`config.mk`:
```
export PLATFORM = sky130hd
export DESIGN_NAME = uart_rx_word_asm
export DESIGN_NICKNAME = d
export VERILOG_FILES = /design/src/rtl/uart_rx_word_asm.sv
export SDC_FILE = /design/constraint.sdc
export NUM_CORES = 1
export LEC_CHECK = 0
export CORE_AREA = 5 5 122 124
export CTS_BUF_LIST = sky130_fd_sc_hd__clkbuf_2
export CTS_CLUSTER_SIZE = 14
export DETAILED_ROUTE_END_ITERATION = 7
export DIE_AREA = 0 0 127 129
export SKIP_LAST_GASP = 1
export SLEW_MARGIN = 20
export SYNTH_ARGS = -nofsm -noshare
export SYNTH_HDL_FRONTEND = slang
export SYNTH_SLANG_ARGS = --single-unit
```
`constraint.sdc`:
```
create_clock -name i_clk -period 3.01 [get_ports i_clk]
set_input_delay 0.903 -clock i_clk [delete_from_list [all_inputs] [get_ports i_clk]]
set_output_delay 0.903 -clock i_clk [all_outputs]
set_load 0.1 [all_outputs]
```
`src/rtl/uart_rx_word_asm.sv`:
```
// uart_rx_word_asm
// Packs NBYTES bytes from the uart_rx byte receiver into one word, then hands
// the word to a word-wide sink over a valid/ready handshake. The output stage
// holds one word. The block also keeps a saturating count of delivered words,
// a sticky threshold flag and a sticky overflow flag.
//
// Build option: define UART_RX_WORD_ASM_TIMEOUT_EN to build the inter-byte
// timeout. When a partial word sits idle for TIMEOUT_CLKS cycles, the timeout
// discards it and realigns framing to byte 0. Without the macro, o_timeout is
// tied low and a partial word waits for its remaining bytes indefinitely.
module uart_rx_word_asm #(
    parameter int NBYTES       = 4,
    parameter int MSB_FIRST    = 1,
    parameter int CNT_W        = 32,
    parameter int THRESH       = 500,
    parameter int TIMEOUT_CLKS = 6250
) (
    input  logic                  i_clk,
    input  logic                  i_rstn,
    input  logic [7:0]            i_rxbyte,
    input  logic                  i_rxdatval,
    output logic [8*NBYTES-1:0]   o_data,
    output logic                  o_valid,
    input  logic                  i_ready,
    output logic [CNT_W-1:0]      o_count,
    output logic                  o_thresh,
    output logic                  o_overflow,
    output logic                  o_timeout
);

    localparam int W     = 8 * NBYTES;
    localparam int IDX_W = (NBYTES > 1) ? $clog2(NBYTES) : 1;

    localparam logic [IDX_W-1:0]    LAST_IDX   = IDX_W'(NBYTES - 1);
    localparam logic [IDX_W-1:0]    ZERO_IDX   = {IDX_W{1'b0}};
    localparam logic [IDX_W-1:0]    ONE_IDX    = IDX_W'(1);
    localparam logic [CNT_W-1:0]    CNT_MAX    = {CNT_W{1'b1}};
    localparam logic [CNT_W-1:0]    CNT_ONE    = CNT_W'(1);
    // The threshold is compared in a wider domain. A THRESH above the
    // counter's range then simply never fires.
    localparam logic [CNT_W+31:0]   THRESH_EXT = (CNT_W + 32)'(THRESH);

    // Bytes per word must fit the 2..8 range, and the timeout needs at least one cycle.
    generate
        if ((NBYTES < 2) || (NBYTES > 8)) begin : g_bad_nbytes
            $error("uart_rx_word_asm: NBYTES must be in 2..8");
        end
        if (TIMEOUT_CLKS < 1) begin : g_bad_timeout
            $error("uart_rx_word_asm: TIMEOUT_CLKS must be at least 1");
        end
    endgenerate

    // Low bit position of byte slot k within the word, for the chosen byte order.
    function automatic int slot_lo(input int k);
        if (MSB_FIRST != 0) begin
            return W - 8 - 8 * k;
        end else begin
            return 8 * k;
        end
    endfunction

    typedef enum logic [0:0] {
        ST_EMPTY = 1'b0,
        ST_FULL  = 1'b1
    } out_state_e;

    // Assembly side
    logic [IDX_W-1:0] idx_q,   idx_d;
    logic [W-1:0]     asm_q,   asm_d;
    logic             complete_s;
    logic [W-1:0]     word_s;

    // Output side
    out_state_e       state_q, state_d;
    logic [W-1:0]     data_q,  data_d;
    logic             overflow_q, overflow_d;
    logic             xfer_s;

    // Statistics
    logic [CNT_W-1:0] count_q, count_d;
    logic             thresh_q, thresh_d;

`ifdef UART_RX_WORD_ASM_TIMEOUT_EN
    localparam int               TMR_W     = (TIMEOUT_CLKS > 1) ? $clog2(TIMEOUT_CLKS) : 1;
    localparam logic [TMR_W-1:0] TMR_LAST  = TMR_W'(TIMEOUT_CLKS - 1);
    localparam logic [TMR_W-1:0] TMR_ZERO  = {TMR_W{1'b0}};
    localparam logic [TMR_W-1:0] TMR_ONE   = TMR_W'(1);

    logic [TMR_W-1:0] timer_q, timer_d;
    logic             timeout_q, timeout_d;
`endif

    // Byte slotting, word-completion detection and (optionally) inter-byte timeout.
    always_comb begin
        idx_d      = idx_q;
        asm_d      = asm_q;
        complete_s = 1'b0;
`ifdef UART_RX_WORD_ASM_TIMEOUT_EN
        timer_d    = timer_q;
        timeout_d  = 1'b0;
`endif
        if (i_rxdatval) begin
            // Only the slot selected by idx takes the new byte; the others keep their contents.
            for (int k = 0; k < NBYTES; k++) begin
                asm_d[slot_lo(k) +: 8] = (idx_q == IDX_W'(k)) ? i_rxbyte
                                                               : asm_q[slot_lo(k) +: 8];
            end
            if (idx_q == LAST_IDX) begin
                idx_d      = ZERO_IDX;
                complete_s = 1'b1;
            end else begin
                idx_d      = idx_q + ONE_IDX;
                complete_s = 1'b0;
            end
`ifdef UART_RX_WORD_ASM_TIMEOUT_EN
            timer_d = TMR_ZERO;
`endif
        end else begin
`ifdef UART_RX_WORD_ASM_TIMEOUT_EN
            // The timer runs only while a partial word is pending.
            // A strobe on the expiry cycle takes the branch above and so wins over the timeout.
            if (idx_q != ZERO_IDX) begin
                if (timer_q == TMR_LAST) begin
                    idx_d     = ZERO_IDX;
                    asm_d     = {W{1'b0}};
                    timer_d   = TMR_ZERO;
                    timeout_d = 1'b1;
                end else begin
                    timer_d   = timer_q + TMR_ONE;
                    timeout_d = 1'b0;
                end
            end else begin
                timer_d = TMR_ZERO;
            end
`else
            idx_d = idx_q;
`endif
        end
        // The completed word includes the byte that arrives this cycle.
        word_s = asm_d;
    end

    // Output holding register: next-state and load/drop decisions for EMPTY/FULL.
    always_comb begin
        state_d    = state_q;
        data_d     = data_q;
        overflow_d = overflow_q;
        xfer_s     = (state_q == ST_FULL) && i_ready;
        case (state_q)
            ST_EMPTY: begin
                if (complete_s) begin
                    state_d = ST_FULL;
                    data_d  = word_s;
                end else begin
                    state_d = ST_EMPTY;
                end
            end
            ST_FULL: begin
                if (complete_s) begin
                    // A transfer this cycle frees the register for the new word.
                    // Without a transfer, the new word is lost.
                    if (i_ready) begin
                        state_d = ST_FULL;
                        data_d  = word_s;
                    end else begin
                        state_d    = ST_FULL;
                        overflow_d = 1'b1;
                    end
                end else if (i_ready) begin
                    state_d = ST_EMPTY;
                end else begin
                    state_d = ST_FULL;
                end
            end
            default: begin
                state_d = ST_EMPTY;
            end
        endcase
    end

    // Delivered-word counter (saturating) and sticky threshold flag.
    always_comb begin
        count_d  = count_q;
        thresh_d = thresh_q;
        if (xfer_s && (count_q != CNT_MAX)) begin
            count_d = count_q + CNT_ONE;
        end else begin
            count_d = count_q;
        end
        // Compare against the next count so the flag rises together with the count register.
        thresh_d = thresh_q | ({32'd0, count_d} >= THRESH_EXT);
    end

    // State registers with synchronous active-low reset.
    always_ff @(posedge i_clk) begin
        if (!i_rstn) begin
            idx_q      <= ZERO_IDX;
            asm_q      <= {W{1'b0}};
            state_q    <= ST_EMPTY;
            data_q     <= {W{1'b0}};
            overflow_q <= 1'b0;
            count_q    <= {CNT_W{1'b0}};
            thresh_q   <= 1'b0;
        end else begin
            idx_q      <= idx_d;
            asm_q      <= asm_d;
            state_q    <= state_d;
            data_q     <= data_d;
            overflow_q <= overflow_d;
            count_q    <= count_d;
            thresh_q   <= thresh_d;
        end
    end

`ifdef UART_RX_WORD_ASM_TIMEOUT_EN
    // Inter-byte timer and timeout pulse registers.
    always_ff @(posedge i_clk) begin
        if (!i_rstn) begin
            timer_q   <= TMR_ZERO;
            timeout_q <= 1'b0;
        end else begin
            timer_q   <= timer_d;
            timeout_q <= timeout_d;
        end
    end

    assign o_timeout = timeout_q;
`else
    assign o_timeout = 1'b0;
`endif

    assign o_data     = data_q;
    assign o_valid    = (state_q == ST_FULL);
    assign o_count    = count_q;
    assign o_thresh   = thresh_q;
    assign o_overflow = overflow_q;

endmodule

```
==> impl_metrics.csv <==
group,metric,value,unit
status,status,"finished clean",
placement,place_congestion,0.855,
logic_synthesis,ys_warn_count,0,
min_path,hold_path_depth,2,
final_layout,seq_area,0.00190,mm²
clocking,cts_tree,"done",
power,finalPower,0.00203,W
floorplan,die_h,129,µm
timing,max_slew_margin,64.7,%
logic_synthesis,ys_seq_elements,93,
floorplan,die_x,127,µm
placement,portBuffers,78,
logic_synthesis,syn-instance-count,469,
min_path,hold_class,"flop to flop",
worst_setup_path,rr_worst_depth,8,
logic_synthesis,yosysUniqueCellTypes,53,
power,peakVddDrop,383,µV
floorplan,io_pins,80,
routing,ant_nets,0,
placement,place_hpwl,8050,µm
final_layout,multi_input_area,0.00238,mm²
worst_setup_path,r2r_setup_slack,0.18,ns
logic_synthesis,syn_nets,486,
grt,grt_pass1_wl,18000,µm
final_layout,fillers,1426,
timing,drv_slew,0,
routing,wl_per_cell,14.9,µm
timing,hold_viol,0,
worst_setup_path,crit_path_max_fanout,10,
timing,fmax,354,MHz
clocking,cts_made_buffers,9,
final_layout,final_nets,565,
placement,dp_slack,-0.0677,ns
timing,setup_viol,0,
floorplan,row_count,43,
grt,grt_max_degree,57,
flow_run,drv_cap,0,
logic_synthesis,ys_top_cells_by_area,"dfxtp_1, mux2i_1, nand2_1",
routing,firstDrtPassIters,4,
grt,grt_pass1_vias,3470,
timing,tns,0,ns
worst_setup_path,crit_end,"o_thresh",
final_layout,num_antenna_cells,0,
clocking,h-tree-depth,3,
clocking,ctsHoldBuffers,0,
timing,worst_pin_slew,0.526,ns
timing,rsz0062_at_grt,"no",
routing,drt-initial-drc-count,217,
logic_synthesis,postSynthAreaPerCell,9.40,µm²
routing,viasPerCell,4.85,
worst_setup_path,r2r-end,"o_thresh",
routing,dr_total_vias,3548,
worst_setup_path,crit_chain,"nand3_2 > or3_4 > o41ai_4 > buf_4 > a21oi_1 > o32ai_1 > nand4_1 > o41a_1",
worst_setup_path,cp.arrival,3.36,ns
routing,drt-total-wl,10900,µm
logic_synthesis,synth_area,0.00441,mm²
worst_setup_path,criticalPathCategory,"flop to flop",
clocking,root_buffer,"clkbuf_2",
clocking,clk_latency,0.61,ns
logic_synthesis,yosysTopAreaCell,"dfxtp_1",
worst_setup_path,end_kind,"flop",
grt,grt_util_all_layers,13.7,%
logic_synthesis,synth_seq_area_share,42.2,%
clocking,post_cts_resized,0,
worst_setup_path,crit_required,3.55,ns
clocking,clockBufferDepth,2,
power,power_density,375,mW/mm²
timing,period_needed,2.83,ns
floorplan,die_area,0.0164,mm²
clocking,cts.clk_slew.worst_paths,0.26,ns
grt,grt_overflow,0,
logic_synthesis,synth_top_area_share,42.2,%
final_layout,area_growth,22.7,%
clocking,clock-sinks,93,
worst_setup_path,max_stage_delay,0.51,ns
clocking,post_cts_buffers,0,
timing,finalCritPeriodShare,93.9,%
worst_setup_path,crit_slowest_cell,"dfxtp_2",
final_layout,layout-drive-gt1-share,26.8,%
worst_setup_path,crit_start,"o_count[26]",
timing,setup_slack,0.183,ns
timing,finClkSkew,0.0226,ns
power,leakagePower,2.54,nW
floorplan,core,0.0137,mm²
floorplan,initial_core_util,32.3,%
worst_setup_path,r2r_start,"o_count[26]",
grt,antenna_found_initial,0,
worst_setup_path,startpoint_type,"flop",
routing,drcViolationCount,0,
[critical path, delay by kind of cell (launching register included)]
| family | cells | cell delay, ns |
|---|---|---|
| buffers and inverters | 1 | 0.25 |
| AOI/OAI and AO/OA | 4 | 1.27 |
| DFF | 1 | 0.51 |
| and+or+nand+nor | 3 | 0.72 |
[cells by family (layout without fill, tap and decap cells)]
group | after synthesis | count (layout) | share of synthesized area [%]
compound gates | 70 | 70 | 13.8
xor+xnor | 34 | 34 | 6.75
fa+ha+maj | 5 | 5 | 1.42
buf+inv | 35 | 118 | 3.83
flops | 93 | 93 | 42.2
mux | 30 | 30 | 6.81
other cells | 1 | 1 | 0.0850
simple gates | 201 | 201 | 25.1
[cell type report]
class                           instances  share of cell area, %
Multi-Input combinational cell        341                   44.0
Sequential cell                        93                   35.1
Timing Repair Buffer                  101                   14.9
Tap cell                              180                   4.16
Clock inverter                          6                  0.879
Clock buffer                            9                  0.833
Inverter                                2                  0.139
[layer usage]
layer	share of wire [%]	global-route usage, %	up-vias
li1	-	-	1787
met3	6.1	4.19	16
met5	0	0	-
met4	1.7	4.73	0
met2	47	22.6	102
met1	45	17.1	1643
[registers in the layout (all words and copies together) (netlist names)]
name        flops
asm_q          24
idx_q           2
o_count        32
o_data         32
o_overflow      1
o_thresh        1
o_valid         1
[power breakdown]
| group | switching, W | internal, W | leakage, nW |
|---|---|---|---|
| combinational | 0.000127 | 0.0000670 | 1.72 |
| clock | 0.000451 | 0.000112 | 0.0587 |
| sequential | 0.0000107 | 0.00126 | 0.767 |
[through the flow]
step | std cells | cell area [µm²] | util, % | hold slack [ns]
after CTS | 732 | 5410 | 39.6 | 0.488
after floorplan | 469 | 4450 | - | 0.483
after global routing | 732 | 5410 | 39.6 | 0.512
final | 732 | 5410 | 39.6 | 0.482
after global placement | 717 | 5320 | 38.9 | 0.456
after detailed placement | 717 | 5320 | 38.9 | 0.459
[Yosys cell counts, drive strengths merged]
master,n
a2111oi,1
a211o,1
a211oi,1
a21boi,14
a21oi,2
a311oi,1
a31oi,2
a41o,1
and2,30
and3,10
and4,6
buf,15
clkbuf,18
conb,1
dfxtp,93
ha,5
inv,2
mux2i,30
nand2,67
nand2b,2
nand3,14
nand3b,2
nand4,12
nor2,5
nor2b,31
nor3,6
nor4,3
nor4b,1
o2111ai,1
o211a,24
o211ai,1
o21a,4
o21ai,8
o31a,2
o32ai,3
o41a,2
o41ai,2
or2,4
or3,6
or4,2
xnor2,20
xor2,14
[how the worst min path moves through the flow]
stage          slack [ns]          to       start
4_1_cts              0.49   o_data[1]   o_data[1]
3_5_place_dp         0.46  o_overflow  o_overflow
2_1_floorplan        0.48   asm_q[15]   asm_q[15]
3_3_place_gp         0.46  o_overflow  o_overflow
5_1_grt              0.51   o_data[1]   o_data[1]
6_report             0.48   o_data[1]   o_data[1]
[layout by cell type (no fill, tap or decap), types with 3 or more instances in the layout]
cell type,synthesis,routed
clkdlybuf4s50_1,0,10
nor2b_1,31,31
a21boi_0,14,14
nand4_1,11,11
dfxtp_1,93,64
nor2_1,5,5
or2_2,4,4
and2_1,29,28
ha_1,5,5
mux2i_1,30,30
and4_1,6,6
nor4_1,3,3
o32ai_1,3,3
buf_4,4,88
o211a_1,24,24
xnor2_1,20,20
xor2_1,14,14
clkbuf_2,0,9
nand3_1,13,13
o21ai_0,8,8
nand2_1,66,66
dfxtp_2,0,29
and3_1,8,8
o21a_1,4,4
or3_1,5,5
nor3_1,6,6
(Power assumes the default switching activity.)
